## src/rtl/i2s_pkg.sv

```systemverilog
// Shared constants and enumerations for the I2S receive path.
package i2s_pkg;

    localparam int unsigned I2S_WIDTH = 24;

    typedef enum logic {
        CH_LEFT  = 1'b0,
        CH_RIGHT = 1'b1
    } i2s_ch_t;

    typedef enum logic {
        RX_IDLE,
        RX_SHIFT
    } i2s_rx_state_t;

endpackage

```

## src/rtl/i2s_rx_if.sv

```systemverilog
// Left/right sample-pair stream with valid/ready handshake.
interface i2s_rx_if
    import i2s_pkg::*;
#(
    parameter int unsigned WIDTH = I2S_WIDTH
);

    logic [WIDTH-1:0] out_left;
    logic [WIDTH-1:0] out_right;
    logic             out_valid;
    logic             out_ready;

    modport master (
        output out_left,
        output out_right,
        output out_valid,
        input  out_ready
    );

    modport slave (
        input  out_left,
        input  out_right,
        input  out_valid,
        output out_ready
    );

endinterface

```

## src/rtl/i2s_rx_sync.sv

```systemverilog
// Single-bit synchroniser into the clk domain with a registered rising-edge strobe.
module i2s_rx_sync #(
    parameter int unsigned STAGES = 2
) (
    input  logic clk,
    input  logic rst,
    input  logic d_i,
    output logic q_o,
    output logic rise_o
);

    logic [STAGES-1:0] chain_q;
    logic              prev_q;
    logic              rise_q;

    // Metastability chain: d_i enters at bit 0, leaves at the top bit.
    always_ff @(posedge clk or posedge rst) begin
        if (rst) begin
            chain_q <= '0;
        end else begin
            chain_q <= {chain_q[STAGES-2:0], d_i};
        end
    end

    assign q_o = chain_q[STAGES-1];

    // Previous-value register and registered rise strobe.
    always_ff @(posedge clk or posedge rst) begin
        if (rst) begin
            prev_q <= 1'b0;
            rise_q <= 1'b0;
        end else begin
            prev_q <= q_o;
            rise_q <= q_o & ~prev_q;
        end
    end

    assign rise_o = rise_q;

endmodule

```

## src/rtl/i2s_rx.sv

```systemverilog
// Oversampling I2S receiver: synchronises bck/ws/sd, deserialises MSB-first
// words and presents left/right pairs on a valid/ready stream.
// Optional feature macro: I2S_RX_FRAME_ERR_EN (word-length error flag).
module i2s_rx
    import i2s_pkg::*;
#(
    parameter int unsigned WIDTH       = I2S_WIDTH,
    parameter int unsigned SYNC_STAGES = 2
) (
    input  logic        clk,
    input  logic        rst,
    input  logic        bck,
    input  logic        ws,
    input  logic        sd,
    input  logic        invert,
    i2s_rx_if.master    bus,
    output logic        overrun,
    output logic        frame_err
);

    localparam int unsigned CW = $clog2(WIDTH + 1);

    logic          bck_s_unused;
    logic          bck_rise;
    logic          ws_s;
    logic          ws_rise_unused;
    logic          sd_s;
    logic          sd_rise_unused;

    i2s_rx_state_t    state_q;
    i2s_ch_t          ws_eff;
    i2s_ch_t          ws_last_q;
    logic             ws_change;
    logic [CW-1:0]    bitcnt_q;
    logic [CW-1:0]    bitcnt_d;
    logic [WIDTH-1:0] shreg_q;
    logic [WIDTH-1:0] shreg_d;
    logic [WIDTH-1:0] left_hold_q;
    logic             have_left_q;
    logic             pair_done_q;
    logic [WIDTH-1:0] pair_l_q;
    logic [WIDTH-1:0] pair_r_q;
    logic [WIDTH-1:0] out_left_q;
    logic [WIDTH-1:0] out_right_q;
    logic             out_valid_q;
    logic             overrun_q;

    i2s_rx_sync #(.STAGES(SYNC_STAGES)) u_sync_bck (
        .clk    (clk),
        .rst    (rst),
        .d_i    (bck),
        .q_o    (bck_s_unused),
        .rise_o (bck_rise)
    );

    i2s_rx_sync #(.STAGES(SYNC_STAGES)) u_sync_ws (
        .clk    (clk),
        .rst    (rst),
        .d_i    (ws),
        .q_o    (ws_s),
        .rise_o (ws_rise_unused)
    );

    i2s_rx_sync #(.STAGES(SYNC_STAGES)) u_sync_sd (
        .clk    (clk),
        .rst    (rst),
        .d_i    (sd),
        .q_o    (sd_s),
        .rise_o (sd_rise_unused)
    );

    assign ws_eff    = i2s_ch_t'(ws_s ^ invert);
    assign ws_change = (ws_eff != ws_last_q);

    // Shift register with the current bit inserted; counter saturating at WIDTH.
    always_comb begin
        shreg_d = shreg_q;
        for (int unsigned i = 0; i < WIDTH; i++) begin
            if (bitcnt_q == CW'(i)) begin
                shreg_d[WIDTH-1-i] = sd_s;
            end
        end
        bitcnt_d = (bitcnt_q == CW'(WIDTH)) ? bitcnt_q : bitcnt_q + CW'(1);
    end

`ifdef I2S_RX_FRAME_ERR_EN
    logic frame_err_q;
`endif

    // Word-framing FSM: advances on bit-clock rises only.
    always_ff @(posedge clk or posedge rst) begin
        if (rst) begin
            state_q     <= RX_IDLE;
            ws_last_q   <= CH_LEFT;
            bitcnt_q    <= '0;
            shreg_q     <= '0;
            left_hold_q <= '0;
            have_left_q <= 1'b0;
            pair_done_q <= 1'b0;
            pair_l_q    <= '0;
            pair_r_q    <= '0;
`ifdef I2S_RX_FRAME_ERR_EN
            frame_err_q <= 1'b0;
`endif
        end else begin
            pair_done_q <= 1'b0;
            if (bck_rise) begin
                ws_last_q <= ws_eff;
                case (state_q)
                    RX_IDLE: begin
                        if (ws_change) begin
                            bitcnt_q <= '0;
                            shreg_q  <= '0;
                            state_q  <= RX_SHIFT;
                        end
                    end
                    RX_SHIFT: begin
                        if (ws_change) begin
`ifdef I2S_RX_FRAME_ERR_EN
                            // The LSB is not yet counted, so a full word shows WIDTH-1 here.
                            if (bitcnt_q != CW'(WIDTH - 1)) begin
                                frame_err_q <= 1'b1;
                            end
`endif
                            if (ws_last_q == CH_LEFT) begin
                                left_hold_q <= shreg_d;
                                have_left_q <= 1'b1;
                            end else if (have_left_q) begin
                                pair_done_q <= 1'b1;
                                pair_l_q    <= left_hold_q;
                                pair_r_q    <= shreg_d;
                                have_left_q <= 1'b0;
                            end
                            shreg_q  <= '0;
                            bitcnt_q <= '0;
                        end else begin
                            shreg_q  <= shreg_d;
                            bitcnt_q <= bitcnt_d;
                        end
                    end
                    default: state_q <= RX_IDLE;
                endcase
            end
        end
    end

    // Output holding stage: load on pair completion, drop on handshake.
    always_ff @(posedge clk or posedge rst) begin
        if (rst) begin
            out_left_q  <= '0;
            out_right_q <= '0;
            out_valid_q <= 1'b0;
            overrun_q   <= 1'b0;
        end else if (pair_done_q) begin
            out_left_q  <= pair_l_q;
            out_right_q <= pair_r_q;
            out_valid_q <= 1'b1;
            if (out_valid_q && !bus.out_ready) begin
                overrun_q <= 1'b1;
            end
        end else if (out_valid_q && bus.out_ready) begin
            out_valid_q <= 1'b0;
        end
    end

    assign bus.out_left  = out_left_q;
    assign bus.out_right = out_right_q;
    assign bus.out_valid = out_valid_q;
    assign overrun       = overrun_q;

`ifdef I2S_RX_FRAME_ERR_EN
    assign frame_err = frame_err_q;
`else
    assign frame_err = 1'b0;
`endif

endmodule

```

## src/flat_wrapper.sv

```systemverilog
// flat-port wrapper written by rule: the top's interface ports become plain ports
module i2s_rx_flat import i2s_pkg::*;
#(
    parameter int unsigned WIDTH       = I2S_WIDTH,
    parameter int unsigned SYNC_STAGES = 2
)
  (clk, rst, bck, ws, sd, invert, overrun, frame_err, bus_out_left, bus_out_right, bus_out_valid, bus_out_ready);
  i2s_rx_if #(.WIDTH(WIDTH)) bus_i ();
  input  logic clk;
  input  logic rst;
  input  logic bck;
  input  logic ws;
  input  logic sd;
  input  logic invert;
  output logic overrun;
  output logic frame_err;
  output wire logic [$bits(bus_i.out_left)-1:0] bus_out_left;
  output wire logic [$bits(bus_i.out_right)-1:0] bus_out_right;
  output wire logic [$bits(bus_i.out_valid)-1:0] bus_out_valid;
  input wire logic [$bits(bus_i.out_ready)-1:0] bus_out_ready;
  assign bus_out_left = bus_i.out_left;
  assign bus_out_right = bus_i.out_right;
  assign bus_out_valid = bus_i.out_valid;
  assign bus_i.out_ready = bus_out_ready;
  i2s_rx #(.WIDTH(WIDTH), .SYNC_STAGES(SYNC_STAGES)) u_core (.clk(clk), .rst(rst), .bck(bck), .ws(ws), .sd(sd), .invert(invert), .bus(bus_i), .overrun(overrun), .frame_err(frame_err));
endmodule
```

## config.mk

```make
export PLATFORM = sky130hd
export DESIGN_NAME = i2s_rx_flat
export DESIGN_NICKNAME = d
export VERILOG_FILES = /design/src/rtl/i2s_pkg.sv /design/src/rtl/i2s_rx_if.sv /design/src/rtl/i2s_rx_sync.sv /design/src/rtl/i2s_rx.sv /design/src/flat_wrapper.sv
export SDC_FILE = /design/constraint.sdc
export NUM_CORES = 1
export LEC_CHECK = 0
export BUFFER_PORTS_ARGS = -buffer_cell sky130_fd_sc_hd__buf_2
export CAP_MARGIN = 5
export CORE_UTILIZATION = 40
export DETAILED_ROUTE_END_ITERATION = 8
export GPL_TIMING_DRIVEN = 0
export SKIP_LAST_GASP = 1
export SLEW_MARGIN = 20
export SYNTH_ARGS = -nofsm -noshare
export SYNTH_HDL_FRONTEND = slang
export SYNTH_HIERARCHICAL = 1
export SYNTH_SLANG_ARGS = --single-unit
```

## constraint.sdc

```tcl
create_clock -name clk -period 7 [get_ports clk]
set_input_delay 1.4 -clock clk [delete_from_list [all_inputs] [get_ports clk]]
set_output_delay 1.4 -clock clk [all_outputs]
set_load 0.02 [all_outputs]
```

Word level (Yosys, flattened, before mapping). Index checks and enable logic that the tools add are counted.

Add/subtract/negate cells: 1. Muxes and demuxes: 41. Bitwise operators: 5. Reductions and logical operators: 11. Equal/unequal tests: 27.

Operators by type and width (number): $mux W24 (2); $pmux W24 S2 (1); $eq A5 B5 Y1 const B (9); $eq A5 B4 Y1 const B (8); $mux W1 (34); $eq A5 B3 Y1 const B (4); $mux W5 (3); $eq A5 B2 Y1 const B (2); $pmux W5 S2 (1); $reduce_and A3 Y1 (2); $add A5 B1 Y5 const B (1); $eq A5 B1 Y1 const B (1); $logic_not A5 Y1 (1); $reduce_and A5 Y1 (1); $reduce_and A2 Y1 (2); $reduce_and A4 Y1 (1); $ne A3 B3 Y1 const B (1); $not A1 Y1 (3); $logic_and A1 B1 Y1 (2); $ne A2 B1 Y1 const B (1); $reduce_bool A2 Y1 (1); $and A1 B1 Y1 (1); $logic_not A1 Y1 (1); $ne A1 B1 Y1 (1); $xor A1 B1 Y1 (1).

Word-level logic and storage cells: 103. Output and inout bits: 51. Input bits: 7. Register bits: 163.

Longest topological paths before layout.
Depth after elaboration: 5. Gate-level depth with buffers: 7. Mapped depth without buffers: 5.

By module. Netlist, hierarchy kept.

Modules (own cells, without submodules): i2s_rx (cells each 481, area each 6403.6 um2, sequential area each 3878.7 um2, instances 1); i2s_rx_sync (cells each 6, area each 117.6 um2, sequential area each 100.1 um2, instances 3).

Worst setup path before layout. No wires, ideal clock.

Kind: input to register. From: input invert. To: register u_core.left_hold_q[12]. Data required time: 6.869 ns. Cell stages on the path: 7. Buffers on the path: 3. Library setup time: 0.131 ns. Path slack: 4.198 ns. Arrival time: 2.671 ns. Cell sequence: xnor2_1 > ha_1 > buf_2 > and4bb_2 > buf_2 > buf_4 > a21oi_1.

Longest elaborated chain between the ends: 3.

Ends and longest elaborated chain: from (decl) (line flat_wrapper.sv:14) `input logic invert;`; $xor A1 B1 Y1 (line i2s_rx.sv:72) `assign ws_eff = i2s_ch_t'(ws_s ^ invert);`; $ne A1 B1 Y1 (line i2s_rx.sv:73) `assign ws_change = (ws_eff != ws_last_q);`; $reduce_and A4 Y1 (no source line); to (signal assigned) (line i2s_rx.sv:126) `left_hold_q <= shreg_d;`; to (decl) (line i2s_rx.sv:38) `logic [WIDTH-1:0] left_hold_q;`.

Every way passes these cells. A chain may end at the register's enable or synchronous reset.

Final worst setup path.
From: input invert. To: register u_core.left_hold_q[9].

The elaborated chain is that of the path after synthesis.

==> impl_results.md <==
- RD Place Congestion: 0.863
- Buf/Inv on CP: 4
- Post-route clock skew: 7.21 ps
- CP arrival: 3130 ps
- Reg clk slew, reported paths: 70 ps
- Max-cap violations: 0
- Psw: 838 µW
- Core Area: 16100 µm²
- Leakage power: 3.76 nW
- Utilization after layout: 48.5%
- Gate power share: 21.6%
- Most common cell on crit path: buf_2
- Worst-case clock buffer depth: 2
- WP data required: 7290 ps
- Final wirelength: 13500 µm
- CTS tree: built
- Clk sink count: 163
- DR vias: 4145
- Max Slew Vio Count: 0
- Max stage delay on crit path: 360 ps
- Delay-heaviest family, CP: buffers and inverters
- Final Setup Violations: 0
- Crit path cell chain: buf_2 > xnor2_1 > ha_1 > buf_2 > and4bb_2 > buf_2 > buf_4 > a21oi_1
- FF-to-FF End: u_core/left_hold_q[9]$_DFFE_PP0P_
- Worst hold slack: 348 ps
- PwrDens: 357 nW/µm²
- Clock root cell: clkbuf_16
- CP max-delay cell: and4bb_2
- Htree depth: 4
- Placed wire-length estimate: 9390 µm
- Clock power frac: 31.8%
- Residual DRC: 0
- Hold buffers post-CTS: 0
- First drt pass iteration count: 4
- Port-buffer cells: 56
- Syn Area/Cell: 13.4 µm²
- Int Power: 1.94 mW
- Antenna Nets Post-Route: 0
- Initial cell density of the core: 41.3%
- Crit path from: invert
- Period minus WS final: 2840 ps
- Period utilization: 40.6%
- Met2 Use GR: 26.7%
- Syn-to-layout area delta: 17.4%
- Die Wd: 131 µm
- Vias in the first global route: 4240
- Total GRT Usage: 17.4%
- RSZ-0062 raised after global routing: no
- Hold EP: u_core/u_sync_bck/chain_q[1]$_DFF_PP0_
- GR Layer Usage met1: 23.4%
- Num ports: 58
- DIE HEIGHT: 131 µm
- Post-cts resize count: 0
- # rows: 46
- Register-to-Register Path Depth: 7
- Fin. Hold Viols: 0
- HP Start: u_core/u_sync_bck/chain_q[0]$_DFF_PP0_
- Vias/cell: 5.19
- FF-to-FF Start: u_core/u_sync_ws/chain_q[1]$_DFF_PP0_
- Commonest non-fill, non-tap cell in the layout: dfrtp_1
- Post-Synthesis Cells: 493
- First-pass GRT wire length: 22100 µm
- Pin count of the biggest net entering global routing: 90
- Peak Freq: 0.352 GHz
- Met3 usage: 4.32%
- Fillcell total: 1438
- Status: finished, final reports clean
- Mapped Area: 6630 µm²
- Critical Path Start Type: input port
- Sequential power share: 46.6%
- Crit Path Category: in2reg
- Post-CTS Setup Bufs: 0
- Die ar.: 17100 µm²
- TritonCTS buffer count: 17
- Layout cells sized above 1: 36.3%
- # diodes: 0
- CP Capture Type: flop
- Yosys synthesis warning count: 6
- Initial antenna violation count: 0
- Grt total ovfl: 0
- CP Max Fanout: 10
- WL/cell: 17.0 µm
- Sw Ratio: 30.2%
- Hold path depth: 0
- VDD IR-drop max: 0.166 mV
- Violation count after the first detailed-route iteration: 263
- Commonest cells after routing, fill and taps aside: dfrtp_1 (163), buf_2 (77), mux2_2 (74)
- Syn_nets: 506
- HP Class: reg2reg
- Layout net count: 582
- Reg2reg setup slack: 4870 ps
- Slew HR: 56.6%
- Worst Max-Slew Pin Slew: 651 ps
- Worst skew pair latency: 430 ps
- GRT Max-Usage Layer: met2
per-layer routing:
layer | share of wire [%] | up-vias
li1 | - | 1917
met1 | 46 | 2110
met2 | 47 | 99
met3 | 4.2 | 19
met4 | 2.4 | 0
met5 | 0 | -
state kept, by name (all words and copies together) (netlist names), 2 cells and up:
signal and cells:
u_core/u_sync_ws/chain_q 2, u_core/pair_r_q 24, u_core/left_hold_q 24, u_core/shreg_q 24, u_core/u_sync_bck/chain_q 2, u_core/pair_l_q 24, u_core/bus.out_right 24, u_core/bus.out_left 24
u_core/bitcnt_q 5, u_core/u_sync_sd/chain_q 2
worst reg2reg max path, stage by stage, from the launching register on:
cell and delay, ps:
dfrtp_1 380, xnor2_1 240, ha_1 280, buf_2 170, and4bb_2 360, buf_2 250
buf_4 230, a21oi_1 90
worst max path at each step:
stage	depth (start not counted)	to	slack (ps)
floorplan	1	u_core/bitcnt_q[0]$_DFFE_PP0P_	1420
global placement	2	u_core/bus.out_left[5]$_DFFE_PP0P_	-150
detailed placement	8	u_core/left_hold_q[9]$_DFFE_PP0P_	3730
CTS	8	u_core/left_hold_q[9]$_DFFE_PP0P_	4170
global route	8	u_core/left_hold_q[10]$_DFFE_PP0P_	4080
finish	8	u_core/left_hold_q[9]$_DFFE_PP0P_	4160
stage by stage:
step / power, mW / instance area (µm²) / worst slack, ps / setup TNS (ps) / std cells
2_1_floorplan: 1.72 / 6630 / 1420 / 0 / 493
3_3_place_gp: 1.88 / 7180 / -153 / -22420 / 765
3_5_place_dp: 1.92 / 7210 / 3730 / 0 / 766
4_1_cts: 2.81 / 7780 / 4170 / 0 / 798
5_1_grt: 2.93 / 7780 / 4080 / 0 / 798
6_report: 2.78 / 7780 / 4160 / 0 / 798
power groups by stage:
| stage | Clock [mW] | Sequential [mW] | Combinational [mW] |
|---|---|---|---|
| 3_5_place_dp | 0 | 1.32 | 0.602 |
| 4_1_cts | 0.911 | 1.30 | 0.606 |
| 6_report | 0.882 | 1.30 | 0.600 |
| 2_1_floorplan | 0 | 1.33 | 0.390 |
| 3_3_place_gp | 0 | 1.30 | 0.577 |
| 5_1_grt | 0.948 | 1.33 | 0.659 |
final cells by class:
| cell class | instances | area, µm² | area share (%) |
|---|---|---|---|
| buffer | 36 | 181 | 2.33 |
| clock buffer | 18 | 439 | 5.64 |
| clock inverter | 14 | 129 | 1.66 |
| inverter | 11 | 48.8 | 0.627 |
| multi-input combinational | 283 | 2330 | 29.9 |
| sequential | 163 | 4080 | 52.4 |
| tap | 216 | 270 | 3.47 |
| timing repair buffer | 57 | 308 | 3.95 |
Power figures use the tool's default switching activity.
